===== config.mk =====
export PLATFORM = sky130hd
export DESIGN_NAME = ps2_host_tx
export DESIGN_NICKNAME = d
export VERILOG_FILES = /design/src/rtl/ps2_host_tx.sv
export SDC_FILE = /design/constraint.sdc
export NUM_CORES = 1
export LEC_CHECK = 0
export CORE_MARGIN = 4
export CORE_UTILIZATION = 45
export DETAILED_ROUTE_END_ITERATION = 16
export DONT_BUFFER_PORTS = 1
export GPL_ROUTABILITY_DRIVEN = 0
export HOLD_SLACK_MARGIN = 0.1
export PLACE_DENSITY = 0.68
export SLEW_MARGIN = 30
export SYNTH_ARGS = -nofsm -noshare
export SYNTH_HDL_FRONTEND = slang
export SYNTH_SLANG_ARGS = --single-unit

===== constraint.sdc =====
create_clock -name clock -period 5 [get_ports clock]
set_clock_uncertainty 0.15 [all_clocks]
set_input_delay 0.5 -clock clock [delete_from_list [all_inputs] [get_ports clock]]
set_output_delay 0.5 -clock clock [all_outputs]
set_load 0.01 [all_outputs]

===== src/rtl/ps2_host_tx.sv =====
// PS/2 host-to-device transmitter.
// Sends one command byte to a PS/2 device: request-to-send (clock held low),
// start bit, 8 data bits LSB first, odd parity, stop bit, then samples the
// device acknowledge. Both bus lines are driven through open-drain pull-low
// enables. A watchdog aborts the frame if the device stops clocking.
module ps2_host_tx #(
  parameter int CLK_FREQ_HZ    = 100_000_000,
  parameter int INHIBIT_CYCLES = 12_000,
  parameter int TIMEOUT_CYCLES = 1_500_000
) (
  input  logic       clock,
  input  logic       reset,
  input  logic       send,
  input  logic [7:0] cmd_byte,
  input  logic       ps2_clock_i,
  input  logic       ps2_data_i,
  output logic       ps2_clock_oe,
  output logic       ps2_data_oe,
  output logic       busy,
  output logic       done,
  output logic       error,
  output logic       rx_inhibit
);

  localparam int IW = $clog2(INHIBIT_CYCLES + 1);
  localparam int WW = $clog2(TIMEOUT_CYCLES + 1);

  localparam logic [IW-1:0] INH_LAST = IW'(INHIBIT_CYCLES - 1);
  localparam logic [WW-1:0] WD_LAST  = WW'(TIMEOUT_CYCLES - 1);
  localparam logic [WW-1:0] WD_MAX   = WW'(TIMEOUT_CYCLES);

  localparam logic [2:0] S_IDLE    = 3'd0;
  localparam logic [2:0] S_INHIBIT = 3'd1;
  localparam logic [2:0] S_START   = 3'd2;
  localparam logic [2:0] S_SHIFT   = 3'd3;
  localparam logic [2:0] S_ACK     = 3'd4;
  localparam logic [2:0] S_WAIT    = 3'd5;

  // The clock frequency only documents the timing basis of the cycle counts;
  // a non-positive value leaves the design without a meaningful time base.
  if (CLK_FREQ_HZ <= 0) begin : g_no_time_base
  end

  // Synchronizer and edge-detect flops. Idle bus level is high.
  logic clk_s1_q, clk_s1_d;
  logic clk_s2_q, clk_s2_d;
  logic clk_prev_q, clk_prev_d;
  logic dat_s1_q, dat_s1_d;
  logic dat_s2_q, dat_s2_d;

  // Protocol state.
  logic [2:0]    state_q, state_d;
  logic [9:0]    frame_q, frame_d;
  logic [3:0]    idx_q, idx_d;
  logic [IW-1:0] inh_q, inh_d;
  logic [WW-1:0] wd_q, wd_d;
  logic          nack_q, nack_d;

  // Registered outputs.
  logic clock_oe_q, clock_oe_d;
  logic data_oe_q, data_oe_d;
  logic busy_q, busy_d;
  logic done_q, done_d;
  logic error_q, error_d;

  logic clk_fe;
  logic counting;

  assign clk_fe   = clk_prev_q & ~clk_s2_q;
  assign counting = (state_q == S_SHIFT) || (state_q == S_ACK) || (state_q == S_WAIT);

  // Two-stage synchronizers plus one extra clock stage for falling-edge detection.
  always_comb begin
    clk_s1_d   = ps2_clock_i;
    clk_s2_d   = clk_s1_q;
    clk_prev_d = clk_s2_q;
    dat_s1_d   = ps2_data_i;
    dat_s2_d   = dat_s1_q;
  end

  // Next-state logic for the frame sequencer, counters and outputs.
  always_comb begin
    state_d    = state_q;
    frame_d    = frame_q;
    idx_d      = idx_q;
    inh_d      = inh_q;
    wd_d       = wd_q;
    nack_d     = nack_q;
    clock_oe_d = clock_oe_q;
    data_oe_d  = data_oe_q;
    busy_d     = busy_q;
    done_d     = 1'b0;
    error_d    = 1'b0;

    // Watchdog: restarts on every device clock falling edge, saturates at its limit.
    if (counting) begin
      if (clk_fe) begin
        wd_d = '0;
      end else if (wd_q != WD_MAX) begin
        wd_d = wd_q + WW'(1);
      end
    end

    case (state_q)
      S_IDLE: begin
        clock_oe_d = 1'b0;
        data_oe_d  = 1'b0;
        busy_d     = 1'b0;
        if (send) begin
          frame_d    = {1'b1, ~^cmd_byte, cmd_byte};
          inh_d      = '0;
          idx_d      = '0;
          wd_d       = '0;
          nack_d     = 1'b0;
          busy_d     = 1'b1;
          clock_oe_d = 1'b1;
          state_d    = S_INHIBIT;
        end
      end
      S_INHIBIT: begin
        if (inh_q == INH_LAST) begin
          data_oe_d = 1'b1;
          state_d   = S_START;
        end else begin
          inh_d = inh_q + IW'(1);
        end
      end
      S_START: begin
        // Start bit stays on data; releasing clock hands control to the device.
        clock_oe_d = 1'b0;
        idx_d      = '0;
        wd_d       = '0;
        state_d    = S_SHIFT;
      end
      S_SHIFT: begin
        if (clk_fe) begin
          data_oe_d = ~frame_q[idx_q];
          if (idx_q == 4'd9) begin
            state_d = S_ACK;
          end else begin
            idx_d = idx_q + 4'd1;
          end
        end
      end
      S_ACK: begin
        if (clk_fe) begin
          nack_d  = dat_s2_q;
          state_d = S_WAIT;
        end
      end
      S_WAIT: begin
        if (clk_s2_q && dat_s2_q) begin
          done_d  = ~nack_q;
          error_d = nack_q;
          state_d = S_IDLE;
        end
      end
      default: begin
        clock_oe_d = 1'b0;
        data_oe_d  = 1'b0;
        busy_d     = 1'b0;
        state_d    = S_IDLE;
      end
    endcase

    // Watchdog expiry overrides everything: release the bus and report failure.
    if (counting && !clk_fe && (wd_q == WD_LAST)) begin
      clock_oe_d = 1'b0;
      data_oe_d  = 1'b0;
      done_d     = 1'b0;
      error_d    = 1'b1;
      state_d    = S_IDLE;
    end
  end

  // State and output registers with synchronous reset.
  always_ff @(posedge clock) begin
    if (reset) begin
      clk_s1_q   <= 1'b1;
      clk_s2_q   <= 1'b1;
      clk_prev_q <= 1'b1;
      dat_s1_q   <= 1'b1;
      dat_s2_q   <= 1'b1;
      state_q    <= S_IDLE;
      frame_q    <= '0;
      idx_q      <= '0;
      inh_q      <= '0;
      wd_q       <= '0;
      nack_q     <= 1'b0;
      clock_oe_q <= 1'b0;
      data_oe_q  <= 1'b0;
      busy_q     <= 1'b0;
      done_q     <= 1'b0;
      error_q    <= 1'b0;
    end else begin
      clk_s1_q   <= clk_s1_d;
      clk_s2_q   <= clk_s2_d;
      clk_prev_q <= clk_prev_d;
      dat_s1_q   <= dat_s1_d;
      dat_s2_q   <= dat_s2_d;
      state_q    <= state_d;
      frame_q    <= frame_d;
      idx_q      <= idx_d;
      inh_q      <= inh_d;
      wd_q       <= wd_d;
      nack_q     <= nack_d;
      clock_oe_q <= clock_oe_d;
      data_oe_q  <= data_oe_d;
      busy_q     <= busy_d;
      done_q     <= done_d;
      error_q    <= error_d;
    end
  end

  assign ps2_clock_oe = clock_oe_q;
  assign ps2_data_oe  = data_oe_q;
  assign busy         = busy_q;
  assign done         = done_q;
  assign error        = error_q;
  assign rx_inhibit   = busy_q;

endmodule


Yosys cells after proc, flatten, opt, wreduce, memory -nomap -nowiden
Index checks and enable logic that the tools add are counted.
{ "word_totals": {"elab_cells": 99, "register_bits": 63, "output_inout_bits": 6, "in_bits": 13} }
{ "op_classes": {"n_lt_le_gt_ge": 1, "n_addsub": 3, "n_reduce_logical": 22, "mux": 33, "n_eq_ne": 17, "bitwise_logic": 7} }
{ "ops": {"columns": ["cell", "n"], "rows": [
  ["two-way mux 21 bit", 4],
  ["case mux 21 bit (2 select lines)", 1],
  ["two-way mux 14 bit", 2],
  ["case mux 14 bit (2 select lines)", 1],
  ["adder 21 x 1 -> 21 bit, second input constant", 1],
  ["== test 21 bit, second input constant", 1],
  ["!= test 21 bit, second input constant", 1],
  ["two-way mux 3 bit", 6],
  ["case mux 3 bit (6 select lines)", 1],
  ["adder 14 x 1 -> 14 bit, second input constant", 1],
  ["== test 14 bit, second input constant", 1],
  ["two-way mux 4 bit", 3],
  ["!= test 2 bit, second input constant", 6],
  ["case mux 4 bit (3 select lines)", 1],
  ["two-way mux 1 bit", 9],
  ["AND reduction 3 bit", 3],
  ["OR reduction 4 bit", 2],
  ["XNOR reduction 8 bit", 1],
  ["== test 3 x 2 -> 1 bit, second input constant", 2],
  ["== test 3 bit, second input constant", 2],
  ["NOT 1 bit", 6],
  ["case mux 1 bit (2 select lines)", 3],
  ["AND reduction 6 bit", 1],
  ["< comparator 4 x 5 -> 1 bit, second input constant", 1],
  ["other kinds (18)", 23]
]} }

Logic depth before layout (Yosys ltp)
{ "depth": {"ltp_word": 6, "depth_mapped": 7} }

Least setup slack after synthesis
No wires, ideal clock.
{ "synth_path": {"kind": "in2reg", "startpoint": "in send", "endpoint": "reg wd_q[14]", "path_slack_ns": 3.133, "t_arrival_ns": 1.658, "required_ns": 4.791, "stages": 6, "path_cell_list": "nor2_1 o31ai_1 or2_1 buf_6 or4_1 nand2_1"} }
{ "synth_via": {"elab_chain_len": 2} }
{ "synth_lines": {"columns": ["item", "line", "text"], "rows": [
  ["start: declaration", "13", "input logic send,"],
  ["two-way mux 21 bit", "109", "if (send) begin"],
  ["case mux 21 bit (2 select lines)", "104", "case (state_q)"],
  ["end signal: assignment", "205", "wd_q <= wd_d;"],
  ["end: declaration", "56", "logic [WW-1:0] wd_q, wd_d;"]
]} }
Every way passes these cells.
A chain may end at the register's enable or synchronous reset.

Final worst setup path
{ "layout_path": {"startpoint": "reg state_q[1]", "endpoint": "reg wd_q[14]"} }
{ "layout_via": {"elab_chain_len": 6} }
{ "layout_lines": {"columns": ["item", "line", "text"], "rows": [
  ["start: declaration", "52", "logic [2:0] state_q, state_d;"],
  ["start signal: assignment", "201", "state_q <= state_d;"],
  ["== test 3 x 2 -> 1 bit / == test 3 bit (equally long branches)", "70", "assign counting = (state_q == S_SHIFT) || (state_q == S_ACK) || (state_q == S_WAIT);"],
  ["logical OR 1 bit (2 in series)", "70", null],
  ["two-way mux 21 bit", "96", "if (counting) begin"],
  ["two-way mux 21 bit", "109", null],
  ["case mux 21 bit (2 select lines) (*)", "104", null]
]} }
Mark *: on every way between the ends. The rest lies on a longest branch, timed or not.

==> flow_metrics.py <==
metrics = {
    "timing": {
        "fin_setup_tns_ns": 0,
        "setup_violations": 0,
        "slew_headroom_pct": 46.4,
        "final_max_slew_viol_count": 0,
        "fin_ws_ns": 2.33,
        "post-route-period-util_pct": 53.4,
        "fin_crit_ns": 2.67,
        "max_freq_ghz": 0.375,
        "rsz0062_at_grt": "no",
        "hold_violations": 0,
        "tightest_slew_ns": 0.797,
    },
    "global_route": {
        "antenna_found_initial": 0,
        "grt_pass1_vias": 2408,
        "grt-ovfl-total": 0,
        "grt_pass1_wl_microns": 11000,
        "grt_use_total_pct": 16.2,
        "grt_max_degree": 21,
    },
    "run_status": {
        "status": "complete, no violations",
    },
    "synth": {
        "async_flop_share_pct": 0,
        "syn_avg_cell_area_sq_um": 8.62,
        "synth.area.top_cells": "dfxtp_1 (40%), xor2_1 (5.5%), nor2_1 (5.1%)",
        "synthCells": 368,
        "netlist.area_leader.share_pct": 39.8,
        "synthFlopType": "dfxtp_1",
        "ys_seq_area_share_pct": 39.8,
        "yosysWarnings": 0,
        "ys_types": 60,
        "yosys.area.top_type": "dfxtp_1",
        "syn_nets": 386,
        "synth_enable_flop_cells": 0,
        "ys_ff_latch": 63,
        "syn_area_sq_um": 3170,
    },
    "placement": {
        "pre_cts_ws_ns": 2.29,
        "dp_hpwl_microns": 4360,
        "port-buffer-count": 0,
    },
    "setup_path": {
        "critPathLaunchType": "register",
        "end_kind": "register",
        "crit_type": "register to register",
        "reg2reg_setup_slack_ns": 2.33,
        "crit_arrival_ns": 2.76,
        "critPathMaxFanout": 20,
        "required_ns": 5.09,
    },
    "clock_network": {
        "cts_buffers": 9,
        "insertion_delay_ns": 0.35,
        "h-tree-depth": 3,
        "clock_path_buffers": 2,
        "clock_sinks": 63,
        "cts_resized": 0,
        "cts_tree": "yes",
        "cts-root-buf": "clkbuf_8",
        "clk_pin_slew_ns": 0.08,
    },
    "floorplanning": {
        "die-height_microns": 91.9,
        "die_area_sq_um": 8450,
        "rows": 30,
        "ios": 19,
        "core_sq_um": 6830,
        "initial_core_util_pct": 46.4,
        "die_x_microns": 91.9,
    },
    "route": {
        "met1_length_microns": 2970,
        "wl_met3_microns": 270,
        "viasPerCell": 5.30,
        "wirelength_microns": 6210,
        "routedWlPerCell_microns": 13.3,
        "drt-initial-drc-count": 68,
        "highest_layer": "met4",
        "wl_met2_microns": 2860,
        "ant_nets": 0,
        "vias": 2476,
        "drt_pass1_iterations": 4,
        "drc": 0,
    },
    "finish": {
        "fin_nets": 384,
        "antenna_cells": 0,
        "drive_above_1_share_pct": 9.70,
        "final_cell_mix": "dfxtp_1 (63), nor2_1 (43), nand2_1 (42)",
        "area_delta_synth_final_pct": 7.73,
        "final_common_cell": "dfxtp_1",
    },
    "power_and_ir_drop": {
        "p_per_area_nw_per_um2": 297,
        "ir_drop_mv": 0.230,
        "leakagePower_nw": 1.19,
        "total_power_w": 0.00101,
    },
    "hold_path": {
        "hold_path_class": "input port to register",
    },
    "flow_run": {
        "cap_viol_max_count": 0,
    },
}
[synth_stat cells, types with 2 or more instances]
library cell and n:
dfxtp_1 63, nor2_1 43, nand2_1 42, a21oi_1 25, xor2_1 20, nand3_1 14, o21ai_0 12, xnor2_1 12
inv_1 9, nand4_1 9, clkbuf_1 8, nor3_1 8, o211ai_1 8, and3_1 7, or2_2 6, buf_2 5
ha_1 5, or3_1 5, or4_1 5, nor2b_1 4, a31oi_1 3, and2_1 3, and3b_1 3, and4_1 3
nand3b_1 3, and4b_1 2, buf_4 2, buf_6 2, mux2i_1 2, mux4_2 2, nor3b_1 2, nor4bb_1 2
o221ai_1 2
[repair_timing]
action | CTS | global route
setup endpoints to repair | 0 | 0
buffers inserted | 0 | 0
endpoints found under the hold margin | 19 | 0
hold buffers | 3 | 0
[worst paths after layout]
check / start / endpoint / cells after the start
setup / recovery: state_q[1] / wd_q[14] / 5
setup reg to reg: state_q[1] / wd_q[14] / 5
hold / removal: cmd_byte[0] / frame_q[0] / 2
hold reg to reg: clk_s1_q / clk_prev_d / 1
[metal layers]
| metal | global-route usage (%) | vias up |
|---|---|---|
| met1 | 20.0 | 1137 |
| met4 | 6.56 | 0 |
| met3 | 5.74 | 10 |
| met2 | 25.6 | 35 |
| met5 | 0 | - |
| li1 | - | 1294 |
[registers in the layout (all words and copies together) (netlist names), 3 cells and up]
signal / count
frame_q: 10
state_q: 3
idx_q: 4
inh_q: 14
wd_q: 21
[where the power goes]
part / leakage [nW] / switching (W) / internal (W)
clock: 0.0789 / 0.000221 / 0.000184
sequential: 0.511 / 0.0000162 / 0.000515
combinational: 0.595 / 0.0000426 / 0.0000340
total: 1.19 / 0.000280 / 0.000734
[critical path, stage by stage, from the launching register on]
cell,delay (ns)
dfxtp_1,0.76
nor2_1,0.11
o31ai_1,0.68
or2_1,0.60
or4_1,0.21
nand2_1,0.05
[metrics by stage]
| step | hold WS (ns) | cell area [sq um] | utilization (%) | std cells |
|---|---|---|---|---|
| 2_1_floorplan | 0.239 | 3170 | - | 368 |
| 6_report | 0.127 | 3420 | 50.0 | 467 |
| 3_3_place_gp | 0.243 | 3210 | 46.9 | 448 |
| 4_1_cts | 0.109 | 3420 | 50.0 | 467 |
| 3_5_place_dp | 0.248 | 3210 | 46.9 | 448 |
| 5_1_grt | 0.101 | 3420 | 50.0 | 467 |
[kinds of logic (layout without fill, tap and decap cells)]
| logic type | after synthesis | count (layout) | synth area share [%] |
|---|---|---|---|
| buffers and inverters | 26 | 29 | 3.99 |
| adders and majority gates | 5 | 5 | 1.97 |
| and+or+nand+nor | 175 | 175 | 30.4 |
| AOI/OAI and AO/OA | 62 | 62 | 12.6 |
| xor gates and xnor gates | 32 | 32 | 8.84 |
| muxes | 5 | 5 | 2.41 |
| DFF | 63 | 63 | 39.8 |
[final cells by class]
cell class / count / area, sq um
well taps: 96 / 120
clock buffers: 9 / 124
inverters: 9 / 33.8
clock inverters: 7 / 56.3
fillers: 651 / 3420
flip-flops and latches: 63 / 1260
multi-input cells: 279 / 1780
repair buffers: 4 / 37.5
Note: power is estimated with default switching activity, not from simulation.
